File: src/rtl/wramp_serial_tx.sv
// rtl/wramp_serial_tx.sv - memory-mapped 8N1/8E1 serial transmitter with TX FIFO
// Optional even-parity bit enabled by defining WRAMP_SERIAL_PARITY_EN.
module wramp_serial_tx #(
  parameter logic [19:0] BASE_ADDR   = 20'h70000,
  parameter int          FIFO_DEPTH  = 4,
  parameter logic [15:0] DEFAULT_DIV = 16'd3
) (
  input  logic        clk,
  input  logic        rst_async_n,
  input  logic [19:0] mem_address,
  input  logic        mem_write_en,
  input  logic [31:0] mem_write_value,
  output logic        sp_sel,
  output logic [31:0] sp_read_value,
  output logic        tx
);

  localparam int AW = $clog2(FIFO_DEPTH);

`ifdef WRAMP_SERIAL_PARITY_EN
  localparam logic PARITY_EN = 1'b1;
`else
  localparam logic PARITY_EN = 1'b0;
`endif

  typedef enum logic [2:0] {
    S_IDLE,
    S_START,
    S_DATA,
    S_PARITY,
    S_STOP
  } state_t;

  state_t      state, state_nxt;
  logic [7:0]  fifo_mem [FIFO_DEPTH];
  logic [AW:0] wr_ptr, rd_ptr, fifo_count;
  logic        full, empty;
  logic [15:0] baud_div, div_lat, bit_cnt;
  logic [2:0]  bit_idx;
  logic [7:0]  shreg;
  logic        overrun;
  logic [19:0] offset;
  logic        hit_txdata, hit_status, hit_baud;
  logic        push, pop, bit_done;
  logic [31:0] status_word;
  logic        unused_bits;

  // Unsigned wrap makes addresses below BASE_ADDR land far above 2.
  assign offset     = mem_address - BASE_ADDR;
  assign sp_sel     = offset < 20'd3;
  assign hit_txdata = mem_write_en && sp_sel && (offset[1:0] == 2'd0);
  assign hit_status = mem_write_en && sp_sel && (offset[1:0] == 2'd1);
  assign hit_baud   = mem_write_en && sp_sel && (offset[1:0] == 2'd2);
  assign unused_bits = ^mem_write_value[31:16];

  assign fifo_count = wr_ptr - rd_ptr;
  assign empty      = (wr_ptr == rd_ptr);
  assign full       = (wr_ptr[AW] != rd_ptr[AW]) && (wr_ptr[AW-1:0] == rd_ptr[AW-1:0]);
  assign push       = hit_txdata && !full;
  assign bit_done   = (bit_cnt == 16'd0);

  assign status_word = {16'h0000, 8'(fifo_count), 3'b000, PARITY_EN, overrun,
                        (state != S_IDLE), empty, full};

  always_comb begin
    sp_read_value = 32'h0;
    if (sp_sel) begin
      case (offset[1:0])
        2'd1:    sp_read_value = status_word;
        2'd2:    sp_read_value = {16'h0000, baud_div};
        default: sp_read_value = 32'h0;
      endcase
    end
  end

  always_ff @(posedge clk or negedge rst_async_n) begin
    if (!rst_async_n) state <= S_IDLE;
    else              state <= state_nxt;
  end

  // A pop in STOP chains the next frame with no idle bit in between.
  always_comb begin
    state_nxt = state;
    pop       = 1'b0;
    case (state)
      S_IDLE: begin
        if (!empty) begin
          pop       = 1'b1;
          state_nxt = S_START;
        end
      end
      S_START: if (bit_done) state_nxt = S_DATA;
      S_DATA: begin
        if (bit_done && (bit_idx == 3'd7)) begin
`ifdef WRAMP_SERIAL_PARITY_EN
          state_nxt = S_PARITY;
`else
          state_nxt = S_STOP;
`endif
        end
      end
      S_PARITY: if (bit_done) state_nxt = S_STOP;
      S_STOP: begin
        if (bit_done) begin
          if (!empty) begin
            pop       = 1'b1;
            state_nxt = S_START;
          end else begin
            state_nxt = S_IDLE;
          end
        end
      end
      default: state_nxt = S_IDLE;
    endcase
  end

  always_comb begin
    tx = 1'b1;
    case (state)
      S_START:  tx = 1'b0;
      S_DATA:   tx = shreg[bit_idx];
`ifdef WRAMP_SERIAL_PARITY_EN
      S_PARITY: tx = ^shreg;
`endif
      default:  tx = 1'b1;
    endcase
  end

  // Divider is latched at pop so BAUDDIV writes only affect later frames.
  always_ff @(posedge clk or negedge rst_async_n) begin
    if (!rst_async_n) begin
      rd_ptr  <= '0;
      shreg   <= 8'h00;
      div_lat <= 16'h0000;
      bit_cnt <= 16'h0000;
      bit_idx <= 3'd0;
    end else if (pop) begin
      rd_ptr  <= rd_ptr + 1'b1;
      shreg   <= fifo_mem[rd_ptr[AW-1:0]];
      div_lat <= baud_div;
      bit_cnt <= baud_div;
      bit_idx <= 3'd0;
    end else if (state != S_IDLE) begin
      if (bit_done) begin
        bit_cnt <= div_lat;
        if (state == S_DATA) bit_idx <= bit_idx + 3'd1;
      end else begin
        bit_cnt <= bit_cnt - 16'd1;
      end
    end
  end

  always_ff @(posedge clk or negedge rst_async_n) begin
    if (!rst_async_n) begin
      wr_ptr   <= '0;
      overrun  <= 1'b0;
      baud_div <= DEFAULT_DIV;
    end else begin
      if (push) wr_ptr <= wr_ptr + 1'b1;
      if (hit_txdata && full) overrun <= 1'b1;
      else if (hit_status)    overrun <= 1'b0;
      if (hit_baud) baud_div <= mem_write_value[15:0];
    end
  end

  always_ff @(posedge clk) begin
    if (push) fifo_mem[wr_ptr[AW-1:0]] <= mem_write_value[7:0];
  end

endmodule
File: config.mk
export PLATFORM = sky130hd
export DESIGN_NAME = wramp_serial_tx
export DESIGN_NICKNAME = d
export VERILOG_FILES = /design/src/rtl/wramp_serial_tx.sv
export SDC_FILE = /design/constraint.sdc
export NUM_CORES = 1
export LEC_CHECK = 0
export CAP_MARGIN = 20
export CORE_MARGIN = 2
export CORE_UTILIZATION = 40
export CTS_BUF_LIST = sky130_fd_sc_hd__clkbuf_4 sky130_fd_sc_hd__clkbuf_8
export CTS_CLUSTER_DIAMETER = 40
export DETAILED_ROUTE_END_ITERATION = 7
export GPL_TIMING_DRIVEN = 0
export HOLD_SLACK_MARGIN = 0.08
export PLACE_DENSITY = 0.65
export SETUP_SLACK_MARGIN = 0.4
export SYNTH_ARGS = -nofsm -noshare
export SYNTH_HDL_FRONTEND = slang
export SYNTH_SLANG_ARGS = --single-unit
export TNS_END_PERCENT = 50
File: constraint.sdc
create_clock -name clk -period 3.7 [get_ports clk]
set_clock_uncertainty 0.1 [all_clocks]
set_input_delay 0.925 -clock clk [delete_from_list [all_inputs] [get_ports clk]]
set_output_delay 0.925 -clock clk [all_outputs]
set_load 0.03 [all_outputs]
After elaboration in Yosys (flattened, before gate mapping):

Memories as Yosys holds them, arrays and structs flattened. A register that Yosys moved wholly into a read port is not among the register bits.
Index checks and enable logic that the tools add are counted.
W data, S select, Z words.

* latch bits: 0
* input bits: 55
* logic and storage cells: 78
* flip-flop bits (word level): 61
* bits in read-only memories: 0
* output and inout bits: 34
* RAM bits: 32
* memories kept: 1

Memory list
* fifo_mem: depth 4, bits a word 8, read ports 1, clocked after memory_dff 1, write ports 1, RTL line 35 `logic [7:0] fifo_mem [FIFO_DEPTH];`

* eq/ne operators: 15
* reduce and logical (&&, ||, !) cells: 20
* mux-type cells: 26
* $lt $le $gt $ge: 2
* multipliers: 0
* divide/modulo/power cells: 0
* shift-type cells: 0
* add/subtract/negate cells: 6
* bitwise gates (word level): 0

Operators with widths (count)
* $mux W16: 3
* $mux W32: 1
* $pmux W16 S2: 1
* $mux W3: 9
* $lt A20 B2 Y1 const B: 1
* $sub A20 B19 Y20 const B: 1
* $logic_not A16 Y1: 1
* $sub A16 B1 Y16 const B: 1
* $pmux W3 S5: 1
* $ne A2 B2 Y1 const B: 5
* $add A3 B1 Y3 const B: 3
* $logic_and A1 B1 Y1: 8
* $mux W1: 8
* $reduce_bool A2 Y1: 4
* $eq A3 B2 Y1 const B: 2
* $eq A3 B3 Y1 const B: 2
* $reduce_and A5 Y1: 1
* $lt A3 B4 Y1 const B: 1
* $pmux W1 S2: 2
* $bmux W1 S3: 1
* $eq A3 B1 Y1 const B: 1
* $eq A3 B3 Y1: 1
* $logic_not A3 Y1: 1
* $reduce_and A3 Y1: 1
* 8 further kinds: 9

Longest topological paths before layout:

Gate-level depths: netlist of the first run.

* depth in word-level cells: 7
* mapped depth: 9

Least setup slack after synthesis of the first run:

OpenSTA, ideal clock, no wires.

* path kind: input-to-output
* start point: input mem_address[8]
* end point: output sp_read_value[11]
* data required time: 2.675 ns
* path buffers: 1
* setup slack: 0.003 ns
* data arrival time: 2.672 ns
* stages on the path: 4
* cell sequence: or4_1 > nor3_1 > clkbuf_1 > and3_1

* longest elaborated chain between the ends: 3

Ends and longest elaborated chain
* start: declaration: RTL line 10 `input logic [19:0] mem_address,`
* $sub A20 B19 Y20: RTL line 49 `assign offset = mem_address - BASE_ADDR;`
* $lt A20 B2 Y1: RTL line 50 `assign sp_sel = offset < 20'd3;`
* named net sp_sel: RTL line 13 `output logic sp_sel,`
* $mux W32: RTL line 67 `if (sp_sel) begin`
* end: declaration: RTL line 14 `output logic [31:0] sp_read_value,`

The timed path passes the listed nets, and every way through them passes these cells.

Worst setup path after layout of the first run:

* start point: input mem_address[7]
* end point: output sp_read_value[5]

* longest elaborated chain between the ends: 3

Ends and longest elaborated chain (RTL line)
* $sub A20 B19 Y20: 49
* $lt A20 B2 Y1: 50
* $mux W32: 67

Every way passes these cells.

==> out/results.tsv, run 1 <==
metric	value	unit
Starting Density	0.4055	
Seq pwr share	0.521	
cts-stage hold buffer count	0	
initial antenna violation count	0	
Mapped Area	5055	sq um
Maximum Capacitance Violations	0	
Total GRT Usage	0.1837	
Yosys cell types	57	
Final Wtd Congestion	0.8224	
f_max	0.2961	GHz
placed insts	694	
WP data arrival	2350	ps
switching power total	838.9	uW
vias in the first global route	3607	
Power, Total	2689	uW
worst slew pin tran	890.7	ps
post-route antenna net violation count	0	
DP Area	5969	sq um
sequential area share after synthesis	0.5322	
#FFs+latches synth	101	
Lkg Pwr	0.002802	uW
CORE AREA	12470	sq um
max-slew violations	0	
Overflow after GRT	0	
Power Density	424.7	nW/um^2
via count	3672	
fin crit period	3377	ps
hold crit path type	flip-flop to flip-flop	
sequential standard cell area	2691	sq um
Bufs on Longest Clock Path	2	
fill count	1130	
async set-or-reset flop fraction in the synthesized netlist	0.6832	
final setup fails	0	
largest net degree at the start of global routing	70	
first-pass GRT wire length	18850	microns
relative max-transition margin	0.4062	
Most used DFF post-synth	dfrtp_1	
commonest non-fill, non-tap cell in the layout	nand2_1	
Cell Int Power	1850	uW
root buffer cell	clkbuf_8	
Clock power frac	0.274	
clock slew at reported path FFs	100	ps
Die X	116.4	microns
Final Hold Viols	0	
deepest level of the CTS H-tree	3	
# diodes	0	
Yosys top cell area share	0.3317	
run status	completed	
synth warn	0	
area used by multi-input combinational logic	2303	sq um
TritonCTS clock tree	done	
fin cells	719	
WHS	387.3	ps
CP Launch Type	input port	
initial drt markers	190	
synth top area cells	dfrtp_1 (33%), edfxtp_1 (19%), nand2_1 (7.2%)	
vias per cell	5.107	
total CTS buffers	9	
VDD IR-drop max	0.2261	mV
DRT Pass-1 Iters	5	
Net Sw Frac	0.3120	
Post-synth EDFFs	32	
cell taking the most area after synthesis	dfrtp_1	
die area	13550	sq um
synth-to-layout area growth	25.25	%
RSZ-0062 raised after global routing	true	
WL per Instance	16.37	microns
cells after synthesis	451	
CP required	2670	ps
combinational share of power	0.205	
CP endpoint kind	output port	
I/O Buffers	56	
drt total wl	11770	microns
CP max FO	5	
layout cells sized above 1	0.2541	
syn avg cell area	11.21	sq um
Remaining DRCs	0	
most frequent cells in the layout	nand2_1 (96), dfrtp_1 (66), edfxtp_1 (32), buf_4 (28), mux2_2 (18)	
num rows	41	
Clk Latency, worst-skew pair	380	ps
nets@finish	613	
die height	116.4	microns
CTS sink count	101	
Final Cell Area	6331	sq um
post-DP HPWL	8396	microns
# IOs	89	
Tcrit/Tclk final	0.9127	
CP Class	input port to output port	
-- worst max-delay path: stages --
cell and delay (ps):
buf_6 90, or4_4 540, nor3_4 210, buf_12 160, buf_8 110, and3_4 190
buf_6 130
-- flip-flops by register name, summed over array words and instances (netlist names), 8 cells and up --
register / flops
fifo_mem: 32
baud_div: 16
bit_cnt: 16
div_lat: 16
shreg: 8
-- synthesized netlist by cell type (2+ instances only) --
cell type / n
a21oi_1: 10
a22oi_1: 10
a2bb2oi_1: 2
and2_1: 4
and3_1: 11
and4_1: 2
buf_1: 2
buf_2: 8
buf_4: 16
clkbuf_1: 10
clkbuf_8: 2
dfrtp_1: 67
dfstp_2: 2
edfxtp_1: 32
ha_1: 15
inv_1: 10
mux2_2: 18
mux2i_1: 10
mux4_2: 10
nand2_1: 97
nand3_1: 7
nand4_1: 5
nand4b_1: 2
nor2_1: 18
nor3_1: 12
nor4_1: 3
o211ai_1: 10
o21a_1: 2
o21ai_0: 7
o2bb2ai_1: 2
o31ai_1: 2
or4_1: 3
xnor2_1: 15
xor2_1: 2
-- cell type report --
type,count,share of cell area
flip-flops and latches,101,0.4251
clock inverters,7,0.01285
repair buffers,65,0.09980
inverters,10,0.005929
multi-input cells,317,0.3638
well taps,172,0.03399
clock buffers,9,0.01957
plain buffers,38,0.03893
-- power by group through the flow --
stage	Combinational (uW)	Sequential [uW]	Clock, uW
after floorplan	411	1380	0
after global placement	538	1420	0
after detailed placement	557	1420	0
after CTS	552	1400	750
after global routing	620	1420	794
final	551	1400	737
-- routing by layer --
layer  up-vias  global-route usage  wire [microns]
li1       1752                   -               -
met1      1784              0.2487            5393
met2       125              0.2996            5569
met3        11             0.02698             628
met4         0             0.07222             180
met5         -                   0               0
-- path summary, 6_finish.rpt --
kind                                                 end             startpoint  depth (start not counted)  slack, ps
worst max-delay path                    sp_read_value[5]         mem_address[7]                          7        320
worst min-delay path                shreg[6]$_DFFE_PN0P_   shreg[6]$_DFFE_PN0P_                          2        390
worst max register to register    bit_cnt[7]$_DFFE_PN0P_  rd_ptr[1]$_DFFE_PN0P_                          8        690
worst min register to register      shreg[6]$_DFFE_PN0P_   shreg[6]$_DFFE_PN0P_                          2        390
max in group asynchronous         bit_idx[0]$_DFFE_PN0P_            rst_async_n                          1       2310
min in group asynchronous       baud_div[14]$_DFFE_PN0P_            rst_async_n                          1        560
-- logic make-up after synthesis --
group,share of synthesized area
simple gates,0.1639
other cells,0.0007419
mux,0.1045
flops,0.5322
compound gates,0.07475
xor+xnor,0.02946
fa+ha+maj,0.04109
buf+inv,0.05347
-- repair_timing --
item	4_1_cts	5_1_grt
buffers inserted	7	1
pin swaps	8	2
resized for setup	171	9
endpoints found under the setup margin	57	28
gates cloned	1	0
-- metrics by stage --
stage | util | TNS (ps) | setup slack (ps)
3_5_place_dp | 0.4789 | -15620 | -849.1
4_1_cts | 0.5042 | 0 | 314.7
6_report | 0.5079 | 0 | 323.0
3_3_place_gp | 0.4791 | -64670 | -836.1
5_1_grt | 0.5079 | 0 | 225.9
2_1_floorplan | - | 0 | 333.6
Power figures use the tool's default switching activity.
==> run 2: changes to the inputs <==
--- a/config.mk
+++ b/config.mk
@@ -15,6 +15,7 @@
 export HOLD_SLACK_MARGIN = 0.08
 export PLACE_DENSITY = 0.65
 export SETUP_SLACK_MARGIN = 0.4
+export SLEW_MARGIN = 10
 export SYNTH_ARGS = -nofsm -noshare
 export SYNTH_HDL_FRONTEND = slang
 export SYNTH_SLANG_ARGS = --single-unit
==> out/results.tsv, run 2 (synthesis results as in run 1) <==
metric	value	unit	change
PnR worst setup slack	309.9	ps	-13.07 ps
layout cells sized above 1	0.2573		+0.003186
Maximum Capacitance Violations	0		unchanged
CP Launch Type	input port		
Bufs on Longest Clock Path	2		unchanged
crit path cell chain	buf_6, or4_4, nor3_4, buf_12, clkbuf_8, and3_2, buf_6		
deepest level of the CTS H-tree	3		unchanged
Tcrit/Tclk final	0.9162		+0.003532
post-DP HPWL	8570	microns	+2.1%
via count	3645		-0.74%
hold crit path type	input port to async pin		
synth-to-layout area growth	26.31	%	
Clk Latency, worst-skew pair	380	ps	about the same
CP Class	input port to output port		
Starting Density	0.4055		unchanged
root buffer cell	clkbuf_8		
max FFs per register	32		unchanged
Placement Setup Slack	-818.0	ps	+31.11 ps
f_max	0.2950	GHz	-0.39%
drt total wl	11820	microns	+0.37%
die area	13550	sq um	unchanged
CP required	2670	ps	about the same
WL per Instance	16.41	microns	+0.23%
I/O Buffers	56		unchanged
CP max FO	5		unchanged
run status	completed		
Final Cell Area	6385	sq um	+0.85%
CP peak stage delay	550	ps	about the same
cell mode on critical path	buf_6		
relative max-transition margin	0.4822		+0.07594
WP data arrival	2370	ps	+20 ps
# IOs	89		unchanged
die height	116.4	microns	unchanged
commonest non-fill, non-tap cell in the layout	nand2_1		
CP delay by family, top	simple AND/OR/NAND/NOR gates		
post-route antenna net violation count	0		unchanged
fin cells	720		+0.14%
Overflow after GRT	0		unchanged
vias in the first global route	3708		+2.8%
clock slew at reported path FFs	110	ps	about the same
# diodes	0		unchanged
nets@finish	614		+0.16%
Remaining DRCs	0		unchanged
vias per cell	5.063		-0.87%
Die X	116.4	microns	unchanged
setup tns final	0	ps	unchanged
Total GRT Usage	0.1854		+0.001698
DP Area	5997	sq um	+0.46%
DRT Pass-1 Iters	4		-1
Power Density	442.6	nW/um^2	+4.2%
first-pass GRT wire length	19040	microns	+0.99%
initial drt markers	185		-2.6%
total CTS buffers	9		unchanged
VDD IR-drop max	0.2478	mV	+9.6%
Final Wtd Congestion	0.8224		unchanged
RSZ-0062 raised after global routing	true		
num rows	41		unchanged
CP max stage cell	or4_4		
fin crit period	3390	ps	+13.07 ps
TritonCTS clock tree	done		
CP endpoint kind	output port		
Buffers & Inverters on Critical Path	4		unchanged
fin util	0.5122		+0.004316
largest net degree at the start of global routing	52		-26%
CTS sink count	101		unchanged
CORE AREA	12470	sq um	unchanged
final setup fails	0		unchanged
max-slew violations	0		unchanged
placed insts	695		+0.14%
worst slew pin tran	776.8	ps	-113.9 ps
initial antenna violation count	0		unchanged
Lkg Pwr	0.002855	uW	+1.9%
most frequent cells in the layout	nand2_1 (96), dfrtp_1 (66), edfxtp_1 (32), buf_4 (27), mux2_2 (18)		
Final Hold Viols	0		unchanged
==> run 2: what timing repair did <==
action / CTS / global route
gates resized for setup: 170 / 8
pin swaps: 9 / 1
endpoints found under the setup margin: 50 / 28
hold buffers: 0 / 0
buffers inserted: 8 / 0
cloned: 1 / 0
==> run 2: area by class of cell <==
cell class                 instances  area, sq um
clock inverter                     7        127.6
tap                              172        215.2
inverter                          10        37.54
buffer                            38        245.2
clock buffer                       9        123.9
timing repair buffer              66        658.1
multi-input combinational        317         2286
sequential                       101         2691
fill                            1138         6081
==> run 2: per-layer routing <==
layer	GRT usage	up-vias	wire length, microns
met3	0.03788	15	620
met4	0.05873	0	206
li1	-	1761	-
met1	0.2456	1762	5283
met5	0	-	0
met2	0.3078	107	5705
==> run 2: path summary, 6_finish.rpt <==
path                                  startpoint                       end  slack, ps  cells past startpoint
hold / removal                       rst_async_n  baud_div[13]$_DFFE_PN0P_        310                      1
setup / recovery                  mem_address[7]          sp_read_value[5]        310                      7
hold reg to reg             shreg[6]$_DFFE_PN0P_      shreg[6]$_DFFE_PN0P_        380                      2
min in group clk            shreg[6]$_DFFE_PN0P_      shreg[6]$_DFFE_PN0P_        380                      2
max in group asynchronous            rst_async_n   baud_div[1]$_DFFE_PN1P_       2590                      2
setup reg to reg           rd_ptr[1]$_DFFE_PN0P_    bit_cnt[4]$_DFFE_PN0P_        670                      8
==> run 2: metrics by stage <==
stage                     power, uW  hold slack (ps)
after floorplan                1792            340.3
after global placement         1955            357.4
after detailed placement       1983            362.6
after CTS                      2840            306.9
after global routing           2968            311.8
final                          2826            311.4
==> run 2: report_power, final <==
group	switching (uW)	internal (uW)	total (uW)
combinational	284	273	557
clock	409	460	869
sequential	146	1250	1400
==> run 3: changes to the inputs <==
--- a/config.mk
+++ b/config.mk
@@ -7,14 +7,15 @@
 export LEC_CHECK = 0
 export CAP_MARGIN = 20
 export CORE_MARGIN = 2
-export CORE_UTILIZATION = 40
+export CORE_UTILIZATION = 50
 export CTS_BUF_LIST = sky130_fd_sc_hd__clkbuf_4 sky130_fd_sc_hd__clkbuf_8
 export CTS_CLUSTER_DIAMETER = 40
 export DETAILED_ROUTE_END_ITERATION = 7
 export GPL_TIMING_DRIVEN = 0
 export HOLD_SLACK_MARGIN = 0.08
-export PLACE_DENSITY = 0.65
+export PLACE_DENSITY = 0.78
 export SETUP_SLACK_MARGIN = 0.4
+export SKIP_CTS_REPAIR_TIMING = 1
 export SLEW_MARGIN = 10
 export SYNTH_ARGS = -nofsm -noshare
 export SYNTH_HDL_FRONTEND = slang
==> constraint.sdc (replaced) <==
create_clock -name clk -period 3.7 [get_ports clk]
set_clock_uncertainty 0.1 [all_clocks]
set_input_delay 0.74 -clock clk [delete_from_list [all_inputs] [get_ports clk]]
set_output_delay 0.74 -clock clk [all_outputs]
set_load 0.03 [all_outputs]
==> out/results.tsv, run 3 (synthesis results as in run 1) <==
metric	value	unit	change
WP data arrival	2480	ps	+110 ps
post-DP HPWL	8469	microns	-1.2%
Clk Latency, worst-skew pair	370	ps	about the same
max FFs per register	32		unchanged
sequential standard cell area	2690	sq um	about the same
combinational share of power	0.202		+0.005
post-route antenna net violation count	0		unchanged
DRT Pass-1 Iters	5		+1
CP peak stage delay	430	ps	-120 ps
Total GRT Usage	0.2255		+0.04006
I/O Buffers	56		unchanged
num rows	36		-12%
die area	10930	sq um	-19%
final setup fails	0		unchanged
Lkg Pwr	0.002901	uW	+1.6%
total CTS buffers	9		unchanged
root buffer cell	clkbuf_8		
die height	104.5	microns	-10%
Clock power frac	0.299		-0.009
Maximum Capacitance Violations	0		unchanged
setup tns final	0	ps	unchanged
Final Wtd Congestion	0.8936		+8.7%
CP Launch Type	input port		
fill count	742		-35%
Tcrit/Tclk final	0.8970		-0.01925
Starting Density	0.5172		+0.1117
CP endpoint kind	output port		
Die X	104.5	microns	-10%
via count	3797		+4.2%
most frequent cells in the layout	nand2_1 (95), dfrtp_1 (67), edfxtp_1 (32), clkdlybuf4s50_1 (27), buf_4 (22)		
# IOs	89		unchanged
layout cells sized above 1	0.2107		-0.04658
fin crit period	3319	ps	-71.22 ps
Final Hold Viols	0		unchanged
Buffers & Inverters on Critical Path	2		-2
Power Density	450.9	nW/um^2	+1.9%
worst slew pin tran	794.5	ps	+17.72 ps
Remaining DRCs	0		unchanged
RSZ-0062 raised after global routing	true		
synth-to-layout area growth	23.59	%	
drt total wl	11910	microns	+0.79%
largest net degree at the start of global routing	64		+23%
WL per Instance	17.67	microns	+7.7%
Seq pwr share	0.499		+0.004
DP Area	5864	sq um	-2.2%
crit path cell chain	clkdlybuf4s50_1, nor4_2, nand2_1, nor3_4, nand2_4, a21oi_2, clkbuf_4		
CP max stage cell	clkdlybuf4s50_1		
initial drt markers	342		+85%
first-pass GRT wire length	19330	microns	+1.5%
vias per cell	5.634		+11%
Bufs on Longest Clock Path	2		unchanged
Cell Int Power	1992	uW	+0.30%
max-slew violations	0		unchanged
Final Cell Area	6247	sq um	-2.2%
Overflow after GRT	0		unchanged
switching power total	824.5	uW	-1.8%
CTS sink count	101		unchanged
CP Class	input port to output port		
run status	completed		
CP required	2860	ps	+190 ps
area used by multi-input combinational logic	2246	sq um	-1.8%
# diodes	0		unchanged
Net Sw Frac	0.2927		-0.004419
VDD IR-drop max	0.2485	mV	+0.28%
relative max-transition margin	0.4703		-0.01181
f_max	0.3013	GHz	+2.1%
nets@finish	607		-1.1%
deepest level of the CTS H-tree	3		unchanged
hold crit path type	flip-flop to flip-flop		
CORE AREA	9774	sq um	-22%
commonest non-fill, non-tap cell in the layout	nand2_1		
CP delay by family, top	simple AND/OR/NAND/NOR gates		
vias in the first global route	3800		+2.5%
clock slew at reported path FFs	90	ps	-20 ps
initial antenna violation count	0		unchanged
CP max FO	7		+2
TritonCTS clock tree	done		
-- run 3: path summary, 6_finish.rpt --
| path | cells past startpoint | slack, ps | startpoint | end |
|---|---|---|---|---|
| max | 7 | 380 | mem_address[11] | sp_read_value[2] |
| min | 2 | 380 | div_lat[6]$_DFFE_PN0P_ | div_lat[6]$_DFFE_PN0P_ |
| max reg2reg | 8 | 700 | rd_ptr[1]$_DFFE_PN0P_ | bit_cnt[10]$_DFFE_PN0P_ |
| min reg2reg | 2 | 380 | div_lat[6]$_DFFE_PN0P_ | div_lat[6]$_DFFE_PN0P_ |
| max in group asynchronous | 3 | 2320 | rst_async_n | baud_div[0]$_DFFE_PN1P_ |
| min in group asynchronous | 2 | 620 | rst_async_n | baud_div[12]$_DFFE_PN0P_ |
-- run 3: power groups by stage --
| stage | Combinational [uW] | Clock, uW | Sequential [uW] |
|---|---|---|---|
| after CTS | 562 | 846 | 1400 |
| after floorplan | 409 | 0 | 1380 |
| final | 568 | 842 | 1410 |
| after global placement | 530 | 0 | 1420 |
| after global routing | 624 | 890 | 1420 |
| after detailed placement | 564 | 0 | 1420 |
-- run 3: worst register-to-register path, cell delays in order, from the launching register on --
cell	delay, ps
dfrtp_1	420
clkbuf_2	300
inv_1	110
ha_1	380
a311oi_1	490
o211ai_2	360
nand2_1	300
buf_2	290
o211ai_1	140
-- run 3: per-stage QoR --
stage	power, uW	hold slack [ps]	utilization	setup WS, ps	cells
global route	2938	415.8	0.6391	295.5	674
CTS	2812	63.24	0.6248	-633.2	672
detailed placement	1984	362.8	0.6000	-608.6	656
global placement	1948	354.4	0.5974	-634.5	655
finish	2817	382.3	0.6391	381.1	674
floorplan	1791	340.3	-	513.5	466
-- run 3: layout make-up --
type | instances | share of cell area
clock buffers | 10 | 0.02103
well taps | 133 | 0.02664
multi-input cells | 317 | 0.3595
plain buffers | 38 | 0.03865
inverters | 10 | 0.006008
flip-flops and latches | 101 | 0.4306
clock inverters | 6 | 0.01782
repair buffers | 59 | 0.09974
-- run 3: routing by layer --
layer | global-route usage | wire length [microns] | share of wire | vias up
met5 | 0 | 0 | 0 | -
li1 | - | - | - | 1745
met3 | 0.02308 | 678 | 0.057 | 16
met1 | 0.3093 | 5130 | 0.43 | 1865
met4 | 0.09363 | 218 | 0.018 | 0
met2 | 0.3688 | 5881 | 0.49 | 171
